==> src/rtl/csa_pkg.sv <==
// rtl/csa_pkg.sv - shared parameters, state encoding and helpers for the carry-save accumulator
package csa_pkg;

  localparam int WIDTH_DEF = 32;
  localparam int GUARD_DEF = 8;
  localparam int CHUNK_DEF = 8;

  typedef enum logic [1:0] {
    ST_ACC     = 2'd0,
    ST_RESOLVE = 2'd1,
    ST_DONE    = 2'd2
  } state_e;

  function automatic int nch(input int wi, input int chunk);
    return wi / chunk;
  endfunction

endpackage

==> src/rtl/csa_3to2.sv <==
// rtl/csa_3to2.sv - bitwise 3:2 carry-save compressor, carry output already shifted left by one
module csa_3to2 #(
  parameter int W = 40
) (
  input  logic [W-1:0] a_i,
  input  logic [W-1:0] b_i,
  input  logic [W-1:0] c_i,
  output logic [W-1:0] sum_o,
  output logic [W-1:0] carry_o
);

  logic [W-1:0] maj;

  assign sum_o   = a_i ^ b_i ^ c_i;
  assign maj     = (a_i & b_i) | (a_i & c_i) | (b_i & c_i);
  // Bit W-1 of the majority falls off the top: all arithmetic is mod 2^W.
  assign carry_o = {maj[W-2:0], 1'b0};

endmodule

==> src/rtl/csa_stream_accumulator.sv <==
// rtl/csa_stream_accumulator.sv - streaming signed accumulator with carry-save folding and chunked resolve
module csa_stream_accumulator
  import csa_pkg::*;
#(
  parameter int WIDTH = WIDTH_DEF,
  parameter int GUARD = GUARD_DEF,
  parameter int CHUNK = CHUNK_DEF
) (
  input  logic             clk,
  input  logic             rst_n,
  input  logic             in_valid,
  output logic             in_ready,
  input  logic [WIDTH-1:0] in_data,
  input  logic             in_last,
  output logic             out_valid,
  input  logic             out_ready,
  output logic [WIDTH-1:0] out_sum,
  output logic             out_overflow,
  output logic             busy
);

  localparam int WI  = WIDTH + GUARD;
  localparam int NCH = nch(WI, CHUNK);
  localparam int KW  = (NCH > 1) ? $clog2(NCH) : 1;
  localparam int CW  = GUARD + 1;
  localparam logic [CW-1:0] TERM_LIM = CW'(1) << GUARD;
  localparam logic [CW-1:0] TERM_SAT = TERM_LIM + CW'(1);
  localparam logic [KW-1:0] K_LAST   = KW'(NCH - 1);

  state_e          state_q, state_d;
  logic [WI-1:0]   s_q, s_d, c_q, c_d, r_q, r_d;
  logic [CW-1:0]   cnt_q, cnt_d;
  logic [KW-1:0]   k_q, k_d;
  logic            cr_q, cr_d;
  logic [WIDTH-1:0] sum_q, sum_d;
  logic            ovf_q, ovf_d;
  logic            ov_q, ov_d;

  logic [WI-1:0]   din_ext, csa_sum, csa_carry;
  logic [CHUNK:0]  csum;
  logic [GUARD:0]  top_bits;

  assign din_ext = {{GUARD{in_data[WIDTH-1]}}, in_data};

  csa_3to2 #(.W(WI)) u_csa (
    .a_i    (s_q),
    .b_i    (c_q),
    .c_i    (din_ext),
    .sum_o  (csa_sum),
    .carry_o(csa_carry)
  );

  always_comb begin
    csum = {1'b0, s_q[int'(k_q)*CHUNK +: CHUNK]}
         + {1'b0, c_q[int'(k_q)*CHUNK +: CHUNK]}
         + {{CHUNK{1'b0}}, cr_q};
  end

  // Everything above the signed result MSB must be a copy of it for the total to fit.
  assign top_bits = r_q[WI-1:WIDTH-1];

  always_comb begin
    state_d = state_q;
    s_d     = s_q;
    c_d     = c_q;
    r_d     = r_q;
    cnt_d   = cnt_q;
    k_d     = k_q;
    cr_d    = cr_q;
    sum_d   = sum_q;
    ovf_d   = ovf_q;
    ov_d    = ov_q;
    case (state_q)
      ST_ACC: begin
        if (in_valid) begin
          s_d = csa_sum;
          c_d = csa_carry;
          if (cnt_q != TERM_SAT) cnt_d = cnt_q + CW'(1);
          if (in_last) begin
            state_d = ST_RESOLVE;
            k_d     = '0;
            cr_d    = 1'b0;
          end
        end
      end
      ST_RESOLVE: begin
        r_d[int'(k_q)*CHUNK +: CHUNK] = csum[CHUNK-1:0];
        cr_d = csum[CHUNK];
        if (k_q == K_LAST) state_d = ST_DONE;
        else               k_d = k_q + KW'(1);
      end
      ST_DONE: begin
        if (!ov_q) begin
          ov_d  = 1'b1;
          sum_d = r_q[WIDTH-1:0];
          ovf_d = !((&top_bits) || !(|top_bits)) || (cnt_q > TERM_LIM);
        end else if (out_ready) begin
          state_d = ST_ACC;
          s_d     = '0;
          c_d     = '0;
          r_d     = '0;
          cnt_d   = '0;
          k_d     = '0;
          cr_d    = 1'b0;
          sum_d   = '0;
          ovf_d   = 1'b0;
          ov_d    = 1'b0;
        end
      end
      default: state_d = ST_ACC;
    endcase
  end

  always_ff @(posedge clk or negedge rst_n) begin
    if (!rst_n) begin
      state_q <= ST_ACC;
      s_q     <= '0;
      c_q     <= '0;
      r_q     <= '0;
      cnt_q   <= '0;
      k_q     <= '0;
      cr_q    <= 1'b0;
      sum_q   <= '0;
      ovf_q   <= 1'b0;
      ov_q    <= 1'b0;
    end else begin
      state_q <= state_d;
      s_q     <= s_d;
      c_q     <= c_d;
      r_q     <= r_d;
      cnt_q   <= cnt_d;
      k_q     <= k_d;
      cr_q    <= cr_d;
      sum_q   <= sum_d;
      ovf_q   <= ovf_d;
      ov_q    <= ov_d;
    end
  end

  assign in_ready     = (state_q == ST_ACC);
  assign out_valid    = ov_q;
  assign out_sum      = sum_q;
  assign out_overflow = ovf_q;
  assign busy         = (state_q != ST_ACC) || (cnt_q != '0);

endmodule

==> config.mk <==
export PLATFORM = sky130hd
export DESIGN_NAME = csa_stream_accumulator
export DESIGN_NICKNAME = d
export VERILOG_FILES = /design/src/rtl/csa_pkg.sv /design/src/rtl/csa_3to2.sv /design/src/rtl/csa_stream_accumulator.sv
export SDC_FILE = /design/constraint.sdc
export NUM_CORES = 1
export LEC_CHECK = 0
export CORE_ASPECT_RATIO = 1.4
export CORE_MARGIN = 2
export CORE_UTILIZATION = 30
export DETAILED_ROUTE_END_ITERATION = 10
export GPL_ROUTABILITY_DRIVEN = 0
export HOLD_SLACK_MARGIN = 0.02
export PLACE_DENSITY = 0.46
export SLEW_MARGIN = 20
export SYNTH_ARGS = -nofsm -noshare
export SYNTH_HDL_FRONTEND = slang
export SYNTH_HIERARCHICAL = 1
export SYNTH_SLANG_ARGS = --single-unit
==> constraint.sdc <==
create_clock -name clk -period 8 [get_ports clk]
set_input_delay 1.6 -clock clk [delete_from_list [all_inputs] [get_ports clk]]
set_output_delay 1.6 -clock clk [all_outputs]
set_load 0.005 [all_outputs]
# --- After elaboration in Yosys (flattened, before gate mapping) ---
# Index checks and enable logic that the tools add are counted.
op_classes:
  bitwise: 7
  magnitude_cmp: 1
  n_reduce_logical: 20
  eq_ne: 12
  mux: 35
  shifts: 4
  n_addsub: 5
op_table:
  columns: ["operator", "count"]
  rows:
  - ["case mux 40 bit (2 select lines)", 3]
  - ["2-to-1 mux 40 bit", 4]
  - ["AND 39 bit", 3]
  - ["indexed part select 40 x 7 -> 8 bit", 2]
  - ["bitwise XOR 40 bit", 2]
  - ["OR 39 bit", 2]
  - ["2-to-1 mux 32 bit", 2]
  - ["bitwise mux 40 bit", 1]
  - ["variable shift 8 x 33 -> 40 bit (first input constant)", 1]
  - ["indexed part select 8 x 33 -> 40 bit", 1]
  - ["2-to-1 mux 9 bit", 4]
  - ["negation 6 -> 33 bit", 1]
  - ["case mux 9 bit (2 select lines)", 1]
  - ["2-to-1 mux 3 bit", 5]
  - ["AND reduction 5 bit", 3]
  - ["inequality test 2 bit (second input constant)", 6]
  - ["2-to-1 mux 2 bit", 5]
  - ["adder 8 x 8 -> 9 bit", 1]
  - ["adder 9 x 1 -> 9 bit", 1]
  - ["adder 9 x 1 -> 9 bit (second input constant)", 1]
  - ["greater-than comparator 9 bit (second input constant)", 1]
  - ["inequality test 9 bit (second input constant)", 1]
  - ["case mux 3 bit (3 select lines)", 1]
  - ["AND reduction 9 bit", 1]
  - ["19 further kinds", 31]
totals:
  inputBits: 37
  elab_cells: 94
  register_bits: 169

# --- Longest topological paths before layout ---
logic_depth:
  depth_word: 6
  depth_mapped: 14
  mapped_depth_nobuf: 12

# --- Cells and area by module ---
# The synthesis kept the hierarchy.
by_module_without_submodules:
  columns: ["module", "seq_area_each_um2", "cells_per_inst", "instances", "area_per_inst_um2"]
  rows:
  - ["csa_stream_accumulator", 4229.1, 807, 1, 7713.6]
  - ["csa_3to2", 0.0, 42, 1, 815.8]

# --- Worst setup path after synthesis ---
# No wires, ideal clock.
synth_timing:
  path_kind: "reg-to-reg"
  start: "register k_q[0]"
  end: "register cr_q"
  path_buffers: 2
  arrival_ns: 2.891
  stages_incl_launch_ff: 15
  required_time_ns: 7.880
  period_less_slack_ns: 3.011
  setup_slack_ns: 4.989
  setup_time_ns: 0.120
  path_cell_list: "dfrtp_1 buf_2 buf_2 mux2i_1 nor2_1 a21oi_1 o22ai_1 fa_1 inv_1 fa_1 nor2b_1 o31a_1 o311ai_1 nand2b_1 a31o_1"
synth_via:
  elab_chain_len: 4
  word_cells_on_any_way: 5
synth_lines:
  columns: ["element", "line_no", "text"]
  rows:
  - ["from (decl)", "csa_stream_accumulator.sv:33", "logic [KW-1:0] k_q, k_d;"]
  - ["from (signal assigned)", "csa_stream_accumulator.sv:132", "k_q <= k_d;"]
  - ["indexed part select 40 x 7 -> 8 bit (on tied branches)", "csa_stream_accumulator.sv:54, csa_stream_accumulator.sv:55", null]
  - ["adder 8 x 8 -> 9 bit (*)", "csa_stream_accumulator.sv:55", "+ {1'b0, c_q[int'(k_q)*CHUNK +: CHUNK]}"]
  - ["adder 9 x 1 -> 9 bit (*)", "csa_stream_accumulator.sv:56", "+ {{CHUNK{1'b0}}, cr_q};"]
  - ["case mux 1 bit (3 select lines) (*)", "csa_stream_accumulator.sv:73", "case (state_q)"]
  - ["to (signal assigned)", "csa_stream_accumulator.sv:133", "cr_q <= cr_d;"]
  - ["to (decl)", "csa_stream_accumulator.sv:34", "logic cr_q, cr_d;"]
# Mark *: on every way between the ends. The rest lies on a longest branch, timed or not.
# A chain may end at the register's enable or synchronous reset.

# --- Worst setup path in the final report ---
layout_timing:
  start: "register k_q[2]"
  end: "register r_q[14]"
layout_via:
  elab_chain_len: 6
  word_cells_on_any_way: 9
layout_lines:
  columns: ["element", "line_no", "text"]
  rows:
  - ["indexed part select 40 x 7 -> 8 bit (on tied branches)", "csa_stream_accumulator.sv:54, csa_stream_accumulator.sv:55", null]
  - ["adder 8 x 8 -> 9 bit", "csa_stream_accumulator.sv:55", null]
  - ["adder 9 x 1 -> 9 bit", "csa_stream_accumulator.sv:56", null]
  - ["indexed part select 8 x 33 -> 40 bit", "csa_stream_accumulator.sv:87", "r_d[int'(k_q)*CHUNK +: CHUNK] = csum[CHUNK-1:0];"]
  - ["bitwise mux 40 bit (*)", "csa_stream_accumulator.sv:87", null]
  - ["case mux 40 bit (2 select lines) (*)", "csa_stream_accumulator.sv:73", null]
  - ["to (signal assigned)", "csa_stream_accumulator.sv:130", "r_q <= r_d;"]
  - ["to (decl)", "csa_stream_accumulator.sv:31", "logic [WI-1:0] s_q, s_d, c_q, c_d, r_q, r_d;"]
# Marked as above.

==> results.ini <==
[run_status]
status=finished clean

[clock_tree]
post_cts_buffers=0
clock_path_buffers=2
clk_latency_ps=440
htreeDepth=4
cts_root_buffer=clkbuf_16
clk_pin_slew_ps=70
cts_hold_repair.buffers=0
numClockSinks=169
post_cts_resized=0
tritoncts.num_buffers=17
cts_tree=yes

[place]
placed_cells=1249
dp_slack_ps=3860
port_buffers=72
hpwl_um=14800
dpl_cell_area_mm2=0.00957

[final_layout]
drive_above_1_share=0.0585
seqCellArea_mm2=0.00423
multi_input_area_mm2=0.00403
syn2layout_area_growth_pct=19.2
fin_area_mm2=0.0102
fin_nets=985
nFillCells=2860
antenna_cells=0
finalNonFillerCells=1281

[pwr]
power.leakage_nw=4.77
vdd_drop_max_uv=182
power_density_mw_per_mm2=412
post-layout-total-power_mw=4.19

[logic_synthesis]
syn_area_per_cell_um2=10.0
syn_nets=941
synth_seq_area_share=0.496
synth_cell_types=48
yosys-top-cells-count=nand2_1, dfrtp_1, nand3_1, fa_1, o21ai_1
synth_enable_flop_cells=0
synthArstFlopShare=1.00
yosysTopAreaCell=dfrtp_1
yosys-top-cells-area=dfrtp_1, fa_1, nand2_1, nand3_1, mux2i_1
ys_ff_latch=169
synthDominantCellAreaShare=0.496
synth_ff_type=dfrtp_1
ys_warn_count=6
netlist_instances=849
yosysMostFrequentCell=nand2_1
synthesis.area_mm2=0.00853

[global_routing]
grt_max_degree=87
grt_pass1_vias=6346
overflow=0
grtUsageTotal=0.156
antenna_found_initial=0
grt_pass1_wl_um=36400

[timing]
fin_crit_ps=3780
fin_skew_ps=15.6
setup_viol=0
timing.final.crit_share=0.472
hold_viol=0
tightest_slew_ps=997
max_slew_margin=0.336
slew_violations=0
rsz0062_at_grt=no
timing.fmax_ghz=0.265
fin_ws_ps=4220
setup_tns_ps=0

[worst_setup_path]
critPathKind=reg -> reg
crit_arrival_ps=4120
worst_setup_path_start_kind=flip-flop
endpoint_kind=flip-flop
required_ps=8340
cp_max_fo=20

[detailed_routing]
avgRoutedWirePerCell_um=17.1
routed_wl_um=21900
drt_pass1_iterations=4
drtIter0Drc=323
num_vias=6185
vias_per_cell=4.83
ant_nets=0
drc_errors=0

[min_path]
min_path_type=reg -> reg

[floorplan]
rows=73
die_area_mm2=0.0298
core-area_mm2=0.0282
initial_core_util=0.302
dieHeight_um=204
ioPinCount=73
die_x_um=147

[run]
maxCapViolations=0

## per-layer routing
layer | track usage | up-vias | routed length (µm)
li1 | - | 3028 | -
met1 | 0.212 | 3048 | 10100
met2 | 0.256 | 86 | 10900
met3 | 0.0257 | 23 | 490
met4 | 0.0520 | 0 | 384
met5 | 0 | - | 0
## registers in the layout, indices dropped and copies added (netlist names)
register and cells:
r_q 40, k_q 3, state_q 2, out_sum 32, out_overflow 1, out_valid 1, cr_q 1, s_q 40
cnt_q 9, c_q 40
## report_power, final
part | internal (mW) | switching [mW]
sequential | 1.20 | 0.366
combinational | 0.743 | 1.02
clock | 0.447 | 0.407
## through the flow
stage / hold WS [ps] / utilization
global route: 527 / 0.360
finish: 498 / 0.360
detailed placement: 485 / 0.339
CTS: 503 / 0.360
floorplan: 463 / -
global placement: 483 / 0.339
## path summary, 6_finish.rpt
| path | start | to | slack [ps] | depth (start not counted) |
|---|---|---|---|---|
| worst max-delay path | k_q[2] | r_q[14] | 4220 | 12 |
| worst min-delay path | out_sum[27] | out_sum[27] | 500 | 1 |
| worst max register to register | k_q[2] | r_q[14] | 4220 | 12 |
| worst min register to register | out_sum[27] | out_sum[27] | 500 | 1 |
| max in group asynchronous | rst_n | k_q[0] | 5590 | 2 |
| min in group asynchronous | rst_n | out_sum[12] | 1070 | 1 |
## logic make-up (layout without fill, tap and decap cells)
| logic type | after synthesis | count (layout) | synth area share |
|---|---|---|---|
| other | 1 | 1 | 0.000440 |
| xor gates and xnor gates | 11 | 11 | 0.0131 |
| muxes | 35 | 35 | 0.0425 |
| and+or+nand+nor | 374 | 374 | 0.193 |
| AOI/OAI and AO/OA | 135 | 135 | 0.105 |
| DFF | 169 | 169 | 0.496 |
| buffers and inverters | 69 | 126 | 0.0337 |
| adders and majority gates | 55 | 55 | 0.117 |
## critical path: stages, from the launching register on
cell     delay [ps]
dfrtp_1         730
inv_1           240
nor2_1          730
a21oi_1         160
o22ai_1         210
fa_1            260
inv_1            60
fa_1            390
nor2b_1         170
o31a_1          210
o22a_1          190
nand2_1         140
o21ai_1         180
## placed cells by master (no fill, tap or decap), types with 3 or more instances in the layout
cell             instances
a21oi_1                 20
clkdlybuf4s50_1         71
xnor2_1                  3
mux2i_1                 34
nand2_1                186
nand3_1                124
nor2b_1                  4
o22ai_1                 15
inv_8                    5
o211ai_1                 4
clkinvlp_4               4
fa_1                    41
nand4_1                  9
a21o_1                   5
buf_4                    9
nor2_1                  31
ha_1                    14
dfrtp_1                168
clkbuf_16               17
xor2_1                   7
o21ai_0                  4
inv_1                   11
o21ai_1                 38
a22o_1                  35
## final cells by class
type                       instances  share of cell area
tap                              375              0.0461
sequential                       169               0.416
clock inverter                    15              0.0172
timing repair buffer              81              0.0776
clock buffer                      17              0.0418
multi-input combinational        611               0.396
inverter                          13             0.00480
(Power assumes the default switching activity.)
